$ cat config.mk
export PLATFORM = sky130hd
export DESIGN_NAME = mem_port_arbiter
export DESIGN_NICKNAME = d
export VERILOG_FILES = /design/src/rtl/mem_port_arbiter_pkg.sv /design/src/rtl/arb_id_fifo.sv /design/src/rtl/mem_port_arbiter.sv
export SDC_FILE = /design/constraint.sdc
export NUM_CORES = 1
export LEC_CHECK = 0
export ABC_AREA = 1
export CORE_AREA = 2 2 109 111
export CTS_CLUSTER_DIAMETER = 100
export DETAILED_ROUTE_END_ITERATION = 6
export DIE_AREA = 0 0 111 113
export PLACE_DENSITY = 0.68
export RECOVER_POWER = 25
export SYNTH_ARGS = -nofsm -noshare
export SYNTH_HDL_FRONTEND = slang
export SYNTH_SLANG_ARGS = --single-unit
export TNS_END_PERCENT = 1
$ cat constraint.sdc
create_clock -name clk_i -period 2.2 [get_ports clk_i]
set_input_delay 0.66 -clock clk_i [delete_from_list [all_inputs] [get_ports clk_i]]
set_output_delay 0.66 -clock clk_i [all_outputs]
set_load 0.02 [all_outputs]
$ cat src/rtl/mem_port_arbiter_pkg.sv
// Shared types and constants for the two-port memory arbiter.
package mem_port_arbiter_pkg;

    localparam int ARB_NUM_PORTS = 2;

    // Requester identity; also the payload stored in the ID FIFO.
    typedef enum logic {
        ARB_PORT_FETCH = 1'b0,
        ARB_PORT_DATA  = 1'b1
    } arb_port_t;

    // Memory access size encoding, passed through untouched.
    typedef logic [1:0] mem_size_t;

endpackage

$ cat src/rtl/arb_id_fifo.sv
// Small FIFO of port IDs for outstanding memory requests.
// Supports push and pop in the same cycle, including when full.
module arb_id_fifo
    import mem_port_arbiter_pkg::*;
#(
    parameter int DEPTH = 2
) (
    input  logic                     clk_i,
    input  logic                     reset_i,
    input  logic                     push_i,
    input  arb_port_t                push_data_i,
    input  logic                     pop_i,
    output arb_port_t                head_o,
    output logic                     empty_o,
    output logic                     full_o,
    output logic [$clog2(DEPTH):0]   count_o
);

    localparam int PTR_W = (DEPTH > 1) ? $clog2(DEPTH) : 1;
    localparam int CNT_W = $clog2(DEPTH) + 1;

    arb_port_t              mem_q [DEPTH];
    logic [PTR_W-1:0]       wr_ptr_q, wr_ptr_d;
    logic [PTR_W-1:0]       rd_ptr_q, rd_ptr_d;
    logic [CNT_W-1:0]       count_q, count_d;

    // Pointers wrap at DEPTH explicitly so DEPTH=1 also works.
    function automatic logic [PTR_W-1:0] ptr_inc(input logic [PTR_W-1:0] p);
        return (p == PTR_W'(DEPTH - 1)) ? '0 : p + 1'b1;
    endfunction

    // Next-state for pointers and occupancy count.
    always_comb begin
        wr_ptr_d = wr_ptr_q;
        rd_ptr_d = rd_ptr_q;
        count_d  = count_q;
        if (push_i) wr_ptr_d = ptr_inc(wr_ptr_q);
        if (pop_i)  rd_ptr_d = ptr_inc(rd_ptr_q);
        case ({push_i, pop_i})
            2'b10:   count_d = count_q + 1'b1;
            2'b01:   count_d = count_q - 1'b1;
            default: count_d = count_q;
        endcase
    end

    // Control state register with synchronous active-low reset.
    always_ff @(posedge clk_i) begin
        if (!reset_i) begin
            wr_ptr_q <= '0;
            rd_ptr_q <= '0;
            count_q  <= '0;
        end else begin
            wr_ptr_q <= wr_ptr_d;
            rd_ptr_q <= rd_ptr_d;
            count_q  <= count_d;
        end
    end

    // ID storage; contents are meaningless while count is zero, so no reset.
    always_ff @(posedge clk_i) begin
        if (push_i) mem_q[wr_ptr_q] <= push_data_i;
    end

    assign head_o  = mem_q[rd_ptr_q];
    assign empty_o = (count_q == '0);
    assign full_o  = (count_q == CNT_W'(DEPTH));
    assign count_o = count_q;

endmodule

$ cat src/rtl/mem_port_arbiter.sv
// Arbitrates one pipelined memory port between instruction fetch (port 0)
// and data access (port 1). Responses return in order and are routed back
// using the ID FIFO. A presented request is locked until it is accepted.
module mem_port_arbiter
    import mem_port_arbiter_pkg::*;
#(
    parameter int MAX_OUTSTANDING = 2,
    parameter int FIXED_PRIORITY  = 0
) (
    input  logic                                  clk_i,
    input  logic                                  reset_i,
    input  logic [ARB_NUM_PORTS-1:0]              req_valid_i,
    output logic [ARB_NUM_PORTS-1:0]              req_ready_o,
    input  logic [ARB_NUM_PORTS-1:0]              req_we_i,
    input  logic [ARB_NUM_PORTS-1:0][31:0]        req_addr_i,
    input  logic [ARB_NUM_PORTS-1:0][31:0]        req_wdata_i,
    input  logic [ARB_NUM_PORTS-1:0][1:0]         req_size_i,
    output logic [ARB_NUM_PORTS-1:0]              resp_valid_o,
    output logic [31:0]                           resp_rdata_o,
    output logic                                  mem_req_valid_o,
    input  logic                                  mem_req_ready_i,
    output logic                                  mem_we_o,
    output logic [31:0]                           mem_addr_o,
    output logic [31:0]                           mem_wdata_o,
    output mem_size_t                             mem_size_o,
    input  logic                                  mem_resp_valid_i,
    input  logic [31:0]                           mem_resp_rdata_i,
    output logic [$clog2(MAX_OUTSTANDING):0]      outstanding_o,
    output logic                                  err_o
);

    arb_port_t  winner;
    logic       win_idx;
    logic       rr_idx;
    logic       lock_idx;
    logic       head_idx;

    arb_port_t  rr_ptr_q, rr_ptr_d;
    logic       lock_q, lock_d;
    arb_port_t  lock_port_q, lock_port_d;
    logic       err_q, err_d;

    logic       fire;
    logic       pop;
    logic       can_issue;
    logic       lock_drop;
    logic       spurious_resp;

    arb_port_t  fifo_head;
    logic       fifo_empty;
    logic       fifo_full;

    assign rr_idx   = rr_ptr_q;
    assign lock_idx = lock_port_q;
    assign head_idx = fifo_head;

    // Winner selection: a locked request always keeps the port.
    always_comb begin
        winner = rr_ptr_q;
        if (lock_q) begin
            winner = lock_port_q;
        end else if (FIXED_PRIORITY != 0) begin
            winner = req_valid_i[1] ? ARB_PORT_DATA : ARB_PORT_FETCH;
        end else begin
            winner = req_valid_i[rr_idx] ? rr_ptr_q : arb_port_t'(~rr_ptr_q);
        end
    end

    assign win_idx = winner;

    // Responses pop the FIFO; a full FIFO may still issue if it pops this cycle.
    assign pop           = reset_i && mem_resp_valid_i && !fifo_empty;
    assign spurious_resp = mem_resp_valid_i && fifo_empty;
    assign can_issue     = !fifo_full || pop;

    assign mem_req_valid_o = reset_i && can_issue && req_valid_i[win_idx];
    assign fire            = mem_req_valid_o && mem_req_ready_i;

    assign mem_we_o    = req_we_i[win_idx];
    assign mem_addr_o  = req_addr_i[win_idx];
    assign mem_wdata_o = req_wdata_i[win_idx];
    assign mem_size_o  = req_size_i[win_idx];

    // Ready and response routing, one-hot on the selected port.
    always_comb begin
        req_ready_o  = '0;
        resp_valid_o = '0;
        req_ready_o[win_idx] = fire;
        if (pop) resp_valid_o[head_idx] = 1'b1;
    end

    assign resp_rdata_o = mem_resp_rdata_i;

    // Next-state for lock, round-robin pointer and sticky error.
    always_comb begin
        lock_d      = lock_q;
        lock_port_d = lock_port_q;
        rr_ptr_d    = rr_ptr_q;
        lock_drop   = 1'b0;
        if (fire) begin
            lock_d   = 1'b0;
            rr_ptr_d = arb_port_t'(~winner);
        end else if (mem_req_valid_o) begin
            lock_d      = 1'b1;
            lock_port_d = winner;
        end else if (lock_q && !req_valid_i[lock_idx]) begin
            lock_d    = 1'b0;
            lock_drop = 1'b1;
        end
        err_d = err_q || lock_drop || spurious_resp;
    end

    // Control registers with synchronous active-low reset.
    always_ff @(posedge clk_i) begin
        if (!reset_i) begin
            lock_q      <= 1'b0;
            lock_port_q <= ARB_PORT_FETCH;
            rr_ptr_q    <= ARB_PORT_FETCH;
            err_q       <= 1'b0;
        end else begin
            lock_q      <= lock_d;
            lock_port_q <= lock_port_d;
            rr_ptr_q    <= rr_ptr_d;
            err_q       <= err_d;
        end
    end

    arb_id_fifo #(
        .DEPTH (MAX_OUTSTANDING)
    ) u_id_fifo (
        .clk_i       (clk_i),
        .reset_i     (reset_i),
        .push_i      (fire),
        .push_data_i (winner),
        .pop_i       (pop),
        .head_o      (fifo_head),
        .empty_o     (fifo_empty),
        .full_o      (fifo_full),
        .count_o     (outstanding_o)
    );

    assign err_o = err_q;

endmodule

==> metrics.txt <==
Die Y-Extent around 110 microns; CP Launch Type input port; Synth Flop Type dfxtp_1; Initial Utilization between 10% and 20%; synth top area cells nand2_1, buf_4, dfxtp_1; drt first-iter violations 91; Net Count, Synth slightly above 500; CP required between 1.5 and 2 ns; die width ~110 microns; Final Critical Period between 2 and 2.5 ns; Reg clk slew, reported paths 0.04 ns; final setup fails ~70; Clock Root Buffer clkbuf_16; adder and majority cell fraction of the synthesized area less than 1%; vias per cell slightly above 4; number of synthesized flops with an enable pin 2; Avg Synthesized Cell Area between 5 and 6 sq um; dpl cells between 600 and 700; Worst Hold Slack around 0.47 ns; multiplexer area fraction after synthesis 0%; Num CTS Buffers 3; post-layout util 40.8%; P per Cell Area roughly 560 mW/mm^2; post-synthesis async set-or-reset flop share 0%; CTS HTree Levels 1; xor and xnor fraction of the mapped netlist area 0%; mean routed wirelength per cell 14.7 microns; VDD IR max between 0.0002 and 0.0003 V; Critical Path End Type primary output; RSZ-0062 raised after global routing true; Yosys reg bits 11; gpl congestion slightly above 0.8; main combinational cell family by area after synthesis simple AND/OR/NAND/NOR gates; global-route wire length before repair between 10,000 and 15,000 microns; Slew HR about 79%; Fin. Hold Viols 0; Num Clock Sinks 11; CP max FO 7; outcome complete, but fails checks; critical path class input port to primary output; Routed Antenna Nets 0; Synth Area in Simple Gates between 50% and 60%; final worst setup slack -0.111 ns; drt first pass iters 4; IO Port Bufs around 210; top cell type's share of synthesized area around half; final slew viol count 0; Skew-Pair Late Insertion Delay approximately 0.24 ns; grt ovf 0; Total GRT Usage between 10% and 20%; Post-layout nets between 700 and 800; placed instance area a little under 0.004 sq mm; n_diodes 0; Worst EP arrival ~1.7 ns; Yosys top cell by area nand2_1; Worst-Margin Slew roughly 0.31 ns; CTS tree yes; Finished Cell Area around 0.0046 sq mm; Top Ports 279; vias in the first global route between 2,000 and 3,000; final period utilization 105%; yosys warns 0; f_max 433 MHz; sequential area share after synthesis around 14%; complex-gate fraction of the synthesized area 3.96%; largest net degree at the start of global routing slightly above 40; DRC errors left 0; Finished Layout Cells roughly 700; final wirelength 10,300 microns; initial antenna violation count 0; Netlist cell types 21; Min-Delay Path Class flip-flop to flip-flop; leak pwr 2.30 nW; DR vias 2,826; dpl hpwl between 6000 and 7000 microns; Layout Area Growth over Synthesis 170%; full die area 0.0125 sq mm; Core ar. between 0.01 and 0.015 sq mm; synthesized instance count 335; clk buf depth 2; clk_skew 0.00288 ns; row count 39; Mapped Area around 0.0017 sq mm; Max-Cap Viols 0; layout cells sized above 1 35.2%; violated checks negative setup slack
[logic make-up after synthesis]
kind of cell | count (synthesis)
compound gates | 13
fa+ha+maj | 1
flops | 11
simple gates | 244
buf+inv | 66
[layout make-up]
type / count / area (sq um)
Fill cell: 1174 / 6670
Timing Repair Buffer: 261 / 2720
Multi-Input combinational cell: 258 / 1290
Sequential cell: 11 / 241
Tap cell: 143 / 179
Inverter: 19 / 86.3
Clock buffer: 3 / 75.1
Timing Repair inverter: 1 / 8.76
Clock inverter: 1 / 5.00
[power breakdown]
group / internal (mW) / switching, mW
combinational: 1.02 / 0.986
clock: 0.241 / 0.0958
sequential: 0.225 / 0.0118
[metrics by stage]
stage               power [mW]  setup slack [ns]  setup TNS (ns)
finish                    2.58            -0.111           -5.62
global route              2.74            -0.164           -9.74
CTS                       2.20            -0.359          -16.53
detailed placement        1.82             -1.02          -71.05
global placement          1.81             -1.01          -69.67
floorplan                 1.04            0.0735               0
[worst max-delay path, stage by stage]
cell and delay (ns):
buf_8 0.10, inv_4 0.06, nand2_4 0.04, nand3_4 0.08, nand2_8 0.12, buf_12 0.16
clkbuf_16 0.16, nand2_1 0.08, nand2_2 0.06, buf_6 0.12
[Yosys cell counts (2+ instances only)]
cell type,number
a21oi_1,8
buf_2,11
buf_4,33
buf_6,3
dfxtp_1,9
edfxtp_1,2
inv_1,13
inv_2,6
nand2_1,218
nand2_2,2
nand3_1,2
nand3_2,3
nor2_1,14
o21ai_0,4
[repair_timing]
| item | in CTS | in global routing |
|---|---|---|
| cloned | 0 | 16 |
| pin swaps | 4 | 24 |
| endpoints found under the setup margin | 74 | 74 |
| buffers inserted | 0 | 4 |
| gates resized for setup | 359 | 122 |
| hold buffers | 0 | 0 |
[worst paths after layout]
kind	startpoint	depth (start not counted)	endpoint	slack, ns
worst max-delay path	req_valid_i[0]	10	mem_wdata_o[23]	-0.11
worst min-delay path	u_id_fifo.rd_ptr_q	2	flip-flop	0.47
worst max register to register	lock_q	11	u_id_fifo.count_o[1]	0.28
worst min register to register	u_id_fifo.rd_ptr_q	2	flip-flop	0.47
[layer usage]
metal | wire length (microns) | track usage (%) | up-vias
li1 | - | - | 1408
met1 | 3990 | 12.9 | 1245
met2 | 5120 | 21.8 | 146
met3 | 926 | 4.77 | 27
met4 | 238 | 4.83 | 0
met5 | 0 | 0 | -
[placed cells by master (no fill, tap or decap), types with 2 or more instances in the layout]
cell	n
dfxtp_1	8
inv_1	12
buf_6	48
buf_2	24
clkbuf_16	12
clkdlybuf4s50_1	138
a21oi_1	8
nand2_4	13
buf_8	4
buf_4	28
edfxtp_1	2
dlygate4sd2_1	2
o21ai_0	4
inv_2	5
nand3_1	2
nand3_4	2
nand2_1	166
nand2_2	40
nor2_1	13
buf_12	8
nor2_4	2
[registers in the layout, indices dropped and copies added (netlist names), named ones only]
signal              flops
u_id_fifo.rd_ptr_q      1
lock_idx                1
u_id_fifo.count_o       2
err_o                   1
u_id_fifo.mem_q         2
u_id_fifo.wr_ptr_q      1
lock_q                  1
rr_idx                  1
No activity file was read; power rests on OpenSTA's default activity.
